**src/rtl/mem_arbiter.sv**
```systemverilog
// mem_arbiter
// Sequences all traffic into the byte-serial memory controller. Fetch requests
// (icache) and load/store requests (LSB) are granted one at a time onto the
// controller's IF or LSB port; completions are returned upstream as one-cycle
// done pulses with registered data. After every transaction a one-cycle GAP
// state covers the controller's post-done recovery. Also handles rollback
// squash and IF starvation.
//
// Ports
//   clk, rst_n            clock, asynchronous active-low reset
//   rdy                   global ready; low freezes all state and outputs
//   rollback              misprediction flush
//   if_req/if_addr        fetch request (held until if_done or rollback)
//   if_done/if_data       one-cycle completion pulse with the fetched line
//   ls_req/ls_rw/ls_addr/ls_len/ls_wdata   load/store request (rw=1 store)
//   ls_done/ls_rdata      one-cycle completion pulse with load data
//   mc_if_en/mc_if_pc     controller IF port request
//   mc_if_done/mc_if_data controller IF port completion
//   mc_ls_en/mc_ls_rw/mc_ls_addr/mc_ls_len/mc_ls_wdata  controller LSB port
//   mc_ls_done/mc_ls_rdata controller LSB port completion
//
// Optional build macro MEM_ARBITER_STATS_EN adds stat_if_grants,
// stat_ls_grants and stat_stall_cycles (32-bit wrapping counters).
module mem_arbiter #(
  parameter int STARVE_LIM    = 4,
  parameter int IF_LINE_BYTES = 16
) (
  input  logic                       clk,
  input  logic                       rst_n,
  input  logic                       rdy,
  input  logic                       rollback,
  input  logic                       if_req,
  input  logic [31:0]                if_addr,
  output logic                       if_done,
  output logic [8*IF_LINE_BYTES-1:0] if_data,
  input  logic                       ls_req,
  input  logic                       ls_rw,
  input  logic [31:0]                ls_addr,
  input  logic [2:0]                 ls_len,
  input  logic [31:0]                ls_wdata,
  output logic                       ls_done,
  output logic [31:0]                ls_rdata,
  output logic                       mc_if_en,
  output logic [31:0]                mc_if_pc,
  input  logic                       mc_if_done,
  input  logic [8*IF_LINE_BYTES-1:0] mc_if_data,
  output logic                       mc_ls_en,
  output logic                       mc_ls_rw,
  output logic [31:0]                mc_ls_addr,
  output logic [2:0]                 mc_ls_len,
  output logic [31:0]                mc_ls_wdata,
  input  logic                       mc_ls_done,
  input  logic [31:0]                mc_ls_rdata
`ifdef MEM_ARBITER_STATS_EN
  ,
  output logic [31:0]                stat_if_grants,
  output logic [31:0]                stat_ls_grants,
  output logic [31:0]                stat_stall_cycles
`endif
);

  localparam int                LINE_W = 8 * IF_LINE_BYTES;
  localparam int                CNT_W  = $clog2(STARVE_LIM + 1);
  localparam logic [CNT_W-1:0]  LIM_C  = CNT_W'(STARVE_LIM);

  typedef enum logic [1:0] {S_IDLE, S_IF_BUSY, S_LS_BUSY, S_GAP} state_t;

  state_t              state_q, state_d;
  logic [CNT_W-1:0]    starve_cnt_q, starve_cnt_d;
  logic                squash_q, squash_d;
  logic                if_done_q, if_done_d;
  logic [LINE_W-1:0]   if_data_q, if_data_d;
  logic                ls_done_q, ls_done_d;
  logic [31:0]         ls_rdata_q, ls_rdata_d;
  logic                mc_if_en_q, mc_if_en_d;
  logic [31:0]         mc_if_pc_q, mc_if_pc_d;
  logic                mc_ls_en_q, mc_ls_en_d;
  logic                mc_ls_rw_q, mc_ls_rw_d;
  logic [31:0]         mc_ls_addr_q, mc_ls_addr_d;
  logic [2:0]          mc_ls_len_q, mc_ls_len_d;
  logic [31:0]         mc_ls_wdata_q, mc_ls_wdata_d;

  always_comb begin
    state_d       = state_q;
    starve_cnt_d  = starve_cnt_q;
    squash_d      = squash_q;
    if_done_d     = if_done_q;
    if_data_d     = if_data_q;
    ls_done_d     = ls_done_q;
    ls_rdata_d    = ls_rdata_q;
    mc_if_en_d    = mc_if_en_q;
    mc_if_pc_d    = mc_if_pc_q;
    mc_ls_en_d    = mc_ls_en_q;
    mc_ls_rw_d    = mc_ls_rw_q;
    mc_ls_addr_d  = mc_ls_addr_q;
    mc_ls_len_d   = mc_ls_len_q;
    mc_ls_wdata_d = mc_ls_wdata_q;

    if (rdy) begin
      unique case (state_q)
        S_IDLE: begin
          if (!rollback) begin
            // LSB wins unless IF has been passed over STARVE_LIM times.
            if (ls_req && (!if_req || starve_cnt_q < LIM_C)) begin
              mc_ls_en_d    = 1'b1;
              mc_ls_rw_d    = ls_rw;
              mc_ls_addr_d  = ls_addr;
              mc_ls_len_d   = ls_len;
              mc_ls_wdata_d = ls_wdata;
              state_d       = S_LS_BUSY;
              if (if_req && starve_cnt_q != LIM_C)
                starve_cnt_d = starve_cnt_q + 1'b1;
            end else if (if_req) begin
              mc_if_en_d   = 1'b1;
              mc_if_pc_d   = if_addr;
              starve_cnt_d = '0;
              state_d      = S_IF_BUSY;
            end
          end
        end
        S_IF_BUSY: begin
          // The controller always finishes a fetch, so a rollback only
          // marks the result as unwanted.
          if (mc_if_done) begin
            mc_if_en_d = 1'b0;
            state_d    = S_GAP;
            if (!squash_q && !rollback) begin
              if_done_d = 1'b1;
              if_data_d = mc_if_data;
            end
          end else if (rollback) begin
            squash_d = 1'b1;
          end
        end
        S_LS_BUSY: begin
          if (mc_ls_done) begin
            mc_ls_en_d = 1'b0;
            state_d    = S_GAP;
            // Stores are committed and survive a rollback; loads do not.
            if (mc_ls_rw_q || !rollback) begin
              ls_done_d  = 1'b1;
              ls_rdata_d = mc_ls_rdata;
            end
          end else if (rollback && !mc_ls_rw_q) begin
            // Controller drops an in-flight load on rollback without a done.
            mc_ls_en_d = 1'b0;
            state_d    = S_GAP;
          end
        end
        S_GAP: begin
          if_done_d = 1'b0;
          ls_done_d = 1'b0;
          squash_d  = 1'b0;
          state_d   = S_IDLE;
        end
        default: state_d = S_IDLE;
      endcase
    end
  end

  always_ff @(posedge clk or negedge rst_n) begin
    if (!rst_n) begin
      state_q       <= S_IDLE;
      starve_cnt_q  <= '0;
      squash_q      <= 1'b0;
      if_done_q     <= 1'b0;
      if_data_q     <= '0;
      ls_done_q     <= 1'b0;
      ls_rdata_q    <= '0;
      mc_if_en_q    <= 1'b0;
      mc_if_pc_q    <= '0;
      mc_ls_en_q    <= 1'b0;
      mc_ls_rw_q    <= 1'b0;
      mc_ls_addr_q  <= '0;
      mc_ls_len_q   <= '0;
      mc_ls_wdata_q <= '0;
    end else begin
      state_q       <= state_d;
      starve_cnt_q  <= starve_cnt_d;
      squash_q      <= squash_d;
      if_done_q     <= if_done_d;
      if_data_q     <= if_data_d;
      ls_done_q     <= ls_done_d;
      ls_rdata_q    <= ls_rdata_d;
      mc_if_en_q    <= mc_if_en_d;
      mc_if_pc_q    <= mc_if_pc_d;
      mc_ls_en_q    <= mc_ls_en_d;
      mc_ls_rw_q    <= mc_ls_rw_d;
      mc_ls_addr_q  <= mc_ls_addr_d;
      mc_ls_len_q   <= mc_ls_len_d;
      mc_ls_wdata_q <= mc_ls_wdata_d;
    end
  end

  assign if_done     = if_done_q;
  assign if_data     = if_data_q;
  assign ls_done     = ls_done_q;
  assign ls_rdata    = ls_rdata_q;
  assign mc_if_en    = mc_if_en_q;
  assign mc_if_pc    = mc_if_pc_q;
  assign mc_ls_en    = mc_ls_en_q;
  assign mc_ls_rw    = mc_ls_rw_q;
  assign mc_ls_addr  = mc_ls_addr_q;
  assign mc_ls_len   = mc_ls_len_q;
  assign mc_ls_wdata = mc_ls_wdata_q;

`ifdef MEM_ARBITER_STATS_EN
  logic [31:0] stat_if_q, stat_if_d;
  logic [31:0] stat_ls_q, stat_ls_d;
  logic [31:0] stat_stall_q, stat_stall_d;

  always_comb begin
    stat_if_d    = stat_if_q;
    stat_ls_d    = stat_ls_q;
    stat_stall_d = stat_stall_q;
    if (rdy) begin
      // Grants are recognised by the IDLE -> BUSY transition.
      if (state_q == S_IDLE && state_d == S_IF_BUSY) stat_if_d = stat_if_q + 32'd1;
      if (state_q == S_IDLE && state_d == S_LS_BUSY) stat_ls_d = stat_ls_q + 32'd1;
      if ((if_req || ls_req) && !(state_q == S_IDLE && !rollback))
        stat_stall_d = stat_stall_q + 32'd1;
    end
  end

  always_ff @(posedge clk or negedge rst_n) begin
    if (!rst_n) begin
      stat_if_q    <= '0;
      stat_ls_q    <= '0;
      stat_stall_q <= '0;
    end else begin
      stat_if_q    <= stat_if_d;
      stat_ls_q    <= stat_ls_d;
      stat_stall_q <= stat_stall_d;
    end
  end

  assign stat_if_grants    = stat_if_q;
  assign stat_ls_grants    = stat_ls_q;
  assign stat_stall_cycles = stat_stall_q;
`endif

endmodule

```
**config.mk**
```make
export PLATFORM = sky130hd
export DESIGN_NAME = mem_arbiter
export DESIGN_NICKNAME = d
export VERILOG_FILES = /design/src/rtl/mem_arbiter.sv
export SDC_FILE = /design/constraint.sdc
export NUM_CORES = 1
export LEC_CHECK = 0
export BUFFER_PORTS_ARGS = -buffer_cell sky130_fd_sc_hd__buf_2
export CAP_MARGIN = 20
export CORE_AREA = 4 4 206 208
export DETAILED_ROUTE_END_ITERATION = 10
export DIE_AREA = 0 0 210 212
export PLACE_DENSITY_LB_ADDON = 0.15
export SYNTH_ARGS = -nofsm -noshare
export SYNTH_HDL_FRONTEND = slang
export SYNTH_SLANG_ARGS = --single-unit
```
**constraint.sdc**
```tcl
create_clock -name clk -period 1.8 [get_ports clk]
set_input_delay 0.09 -clock clk [delete_from_list [all_inputs] [get_ports clk]]
set_output_delay 0.09 -clock clk [all_outputs]
set_load 0.05 [all_outputs]
```
==> metrics list <==
- The flow ran to the end, and the final reports show no timing, DRC or antenna violations.
* Average via count per standard cell: ~4.1
- The congestion estimate from routability-driven global placement came to 0.765.
- Net switching is 48.4% of the power.
* Area growth from synthesis to layout: 71.0%
* Proportion of power drawn by the clock network: 19.6%
* Total setup violations reported at the end of the flow: 0
- Synth warn: 0
* Number of buffers between clock root and the deepest sink: 3
* Setup crit start kind: flip-flop
* Part of the power in combinational logic: 50.8%
- The number of antenna diodes in the final layout is 0.
- The die is 210 um wide.
- The share of total power dissipated in sequential elements is between 20% and 30%.
- The analysis attributes to cell leakage a power of 8.98 nW.
- Clock latency on the worst-skew pair, taken at its later pin, is between 0.5 and 0.6 ns.
* Clock slew at reported path FFs: 0.06 ns
* Root buffer cell: clkbuf_16
* Die height: about 210 um
- For this run, the post-layout net count is 1728.
- Layout Utilization: 43.5%
- Count of cells along the worst hold path: 3
* Worst-Margin Slew: 0.561 ns
* Post-synthesis net count: between 800 and 900
* Share of synthesized area occupied by flip-flops and latches: 65.5%
* Pin count of the biggest net entering global routing: 62
- Detailed Routing Iterations Pass 1: 4
* Wirelength, routed: 34000 um
- RSZ-0062 raised after global routing: false
- Min Clock Period, post-route: 1.70 ns
* Setup Crit Path Kind: reg -> reg
- The path class of the tightest hold or removal check is in -> reg.
- The worst register-to-register path has a depth of 6.
- Final number of max-transition violations: 0
- The floorplan step defined a core boundary enclosing 40600 sq um.
- TritonCTS built the clock tree.
* Wire length of the first global-routing pass: 52200 um
- Power dissipated by switching net loads: 16.8 mW
- Max capacitance violation total: 0
- Clock tree synthesis found a total of 270 sinks.
- Final routed DRC violation total: 0
- The critical path starts at state_q[0]$_DFFE_PN0P_.
* Total Routing Usage GR: 14.7%
* HPWL reported at the end of detailed placement: 24400 um
* Worst R2R Setup Slack: 0.1 ns
- # H-tree levels: 2
- Synthesized area: ~10000 sq um
- The count of nets left with antenna violations once routing finished came out at 0.
- Input and output buffers added on the ports amount to 531.
- In this run the core area contains 74 standard-cell rows.
- Across all layers, the routed design uses 8216 vias.
- Library cells used by synthesis: 34
* Area of the die: 44500 sq um
- Max Freq: about 600 MHz
* Number of cells produced by synthesis: 623
* Starting utilization of the core area: around a quarter
* Data required time at the worst endpoint: 2.20 ns
- Start point of the worst hold path: mc_ls_done
* Cell Int Power: 17.9 mW
- Counting flops and latches in the post-synthesis netlist gives 270.
- In the final routed layout, each cell accounts on average for 16.9 um.
- Fraction of the cycle the final worst path needs: 94.6%
- Max VDD drop: ~1.3 mV
- In the final layout, the share of cells above drive strength 1 is between 50 and 60%.
* Power per Cell Area: 1970 nW/um^2
- Post-synthesis area per instance: 16.6 sq um
- The number of antenna violations at the first check in global routing came to 1.
* CP endpoint kind: flip-flop
* Vias in the first global route: between 9000 and 10000
- Worst clock skew: 0.0110 ns
* CTS Buf Count: 34
* Worst-case headroom to the max-slew limit: between 60% and 70%
- Setup Total Neg Slack: 0 ns
* Startpoint of the worst-slack reg-to-reg timing path: state_q[0]$_DFFE_PN0P_
* Number of top-level pins: 532
* Arrival time of the worst setup path: 2.10 ns
* Biggest fanout along the worst timing path: 32
- Aggregate global routing overflow: 0
- Number of hold violations in the final report: 0
- Across all hold checks on the routed design, the worst slack comes to 0.0451 ns.
- In this run, the number of DRC markers left after iteration 0 of detailed routing was about 240.
==> per-layer routing <==
layer	global-route usage, %	vias to the layer above	wire length [um]
met5	0	-	0
met4	5.96	0	1170
met3	3.62	72	2080
met2	26.4	283	17700
met1	16.8	4003	13000
li1	-	3858	-
==> registers in the layout (all words and copies together), names as in the netlist, 2 cells and up <==
name,count
if_data,128
ls_rdata,32
mc_if_pc,32
mc_ls_addr,32
mc_ls_wdata,32
mc_ls_len,3
starve_cnt_q,3
state_q,2
==> path summary, 6_finish.rpt <==
path / end
hold / removal: mc_ls_en$_DFFE_PN0P_
hold reg to reg: if_data[56]$_DFFE_PN0P_
min in group asynchronous: mc_if_pc[10]$_DFFE_PN0P_
max in group asynchronous: mc_if_pc[11]$_DFFE_PN0P_
setup reg to reg: mc_if_pc[24]$_DFFE_PN0P_
setup / recovery: mc_if_pc[24]$_DFFE_PN0P_
==> repair_timing <==
action	in CTS	in global routing
hold buffers	265	0
setup endpoints to repair	0	3
gates resized for setup	0	2
endpoints found under the hold margin	419	0
setup buffers	0	0
==> cell usage in the layout (no fill, tap or decap), drive strengths merged <==
cell	instances
buf	560
dfrtp	270
dlygate4sd3	265
mux2	262
clkbuf	53
o21ai	10
inv	9
nand2	8
ha	6
nor2b	3
a21boi	3
clkinv	3
nand3	3
nand3b	2
bufinv	2
nor2	2
nor3b	1
and2b	1
o21bai	1
a221o	1
mux2i	1
nand2b	1
nand4	1
and3	1
a32o	1
and3b	1
o2111ai	1
a22o	1
a31oi	1
a21oi	1
a21o	1
==> per-stage QoR <==
| stage | cell area, sq um | instances | total power, mW | setup slack [ns] |
|---|---|---|---|---|
| 2_1_floorplan | 10300 | 623 | 23.0 | 0.0757 |
| 3_3_place_gp | 13900 | 1685 | 27.5 | 0.0915 |
| 3_5_place_dp | 13900 | 1685 | 27.7 | 0.0655 |
| 4_1_cts | 17600 | 2008 | 35.2 | 0.0472 |
| 5_1_grt | 17600 | 2008 | 36.3 | 0.00263 |
| 6_report | 17600 | 2008 | 34.7 | 0.0971 |
==> synth_stat cells <==
cell type | count | share of area, %
nor2b_1 | 2 | 0.12
nor2b_2 | 1 | 0.085
a221o_1 | 1 | 0.097
nor2_1 | 1 | 0.036
o21ai_0 | 10 | 0.48
a22o_1 | 1 | 0.085
nor2_4 | 1 | 0.11
nand4_1 | 1 | 0.061
clkbuf_1 | 1 | 0.036
a21boi_0 | 2 | 0.15
and3_1 | 1 | 0.061
nand3_1 | 3 | 0.15
a21oi_1 | 1 | 0.048
and3b_1 | 1 | 0.085
mux2_1 | 21 | 2.3
nand3b_1 | 2 | 0.15
a21boi_1 | 1 | 0.073
dfrtp_1 | 270 | 65
a21o_1 | 1 | 0.073
nand2b_1 | 1 | 0.061
mux2_2 | 241 | 26
buf_6 | 10 | 1.1
buf_2 | 18 | 0.87
o2111ai_1 | 1 | 0.085
nor3b_2 | 1 | 0.12
mux2i_1 | 1 | 0.097
buf_4 | 1 | 0.073
and2b_1 | 1 | 0.073
nand2_1 | 8 | 0.29
o21bai_1 | 1 | 0.073
inv_1 | 9 | 0.33
a31oi_1 | 1 | 0.061
a32o_1 | 1 | 0.097
ha_1 | 6 | 0.73
==> power groups by stage <==
stage | registers (mW) | logic [mW] | clock network, mW
floorplan | 20.1 | 2.89 | 0
global placement | 10.3 | 17.3 | 0
detailed placement | 10.3 | 17.3 | 0
CTS | 10.3 | 17.8 | 7.08
global route | 10.6 | 18.4 | 7.30
finish | 10.3 | 17.6 | 6.82
==> logic make-up after synthesis <==
family          count (synthesis)  share of synthesized area [%]
flops                         270                           65.5
mux                           263                           28.7
buf+inv                        39                           2.40
simple gates                   24                           1.39
compound gates                 21                           1.32
fa+ha+maj                       6                          0.727
==> critical path, stage by stage (launching register included) <==
cell and delay (ns):
dfrtp_1 0.40, inv_1 0.11, ha_1 0.21, nand3_2 0.12
nor2_4 0.14, buf_12 0.21, mux2_2 0.36
==> area by class of cell <==
| class | count | area [sq um] |
|---|---|---|
| Clock buffer | 53 | 1050 |
| Sequential cell | 270 | 6760 |
| Fill cell | 3784 | 22900 |
| Multi-Input combinational cell | 314 | 3340 |
| Timing Repair Buffer | 825 | 5730 |
| Inverter | 9 | 33.8 |
| Clock inverter | 5 | 78.8 |
| Tap cell | 532 | 666 |
Power figures use the tool's default switching activity.
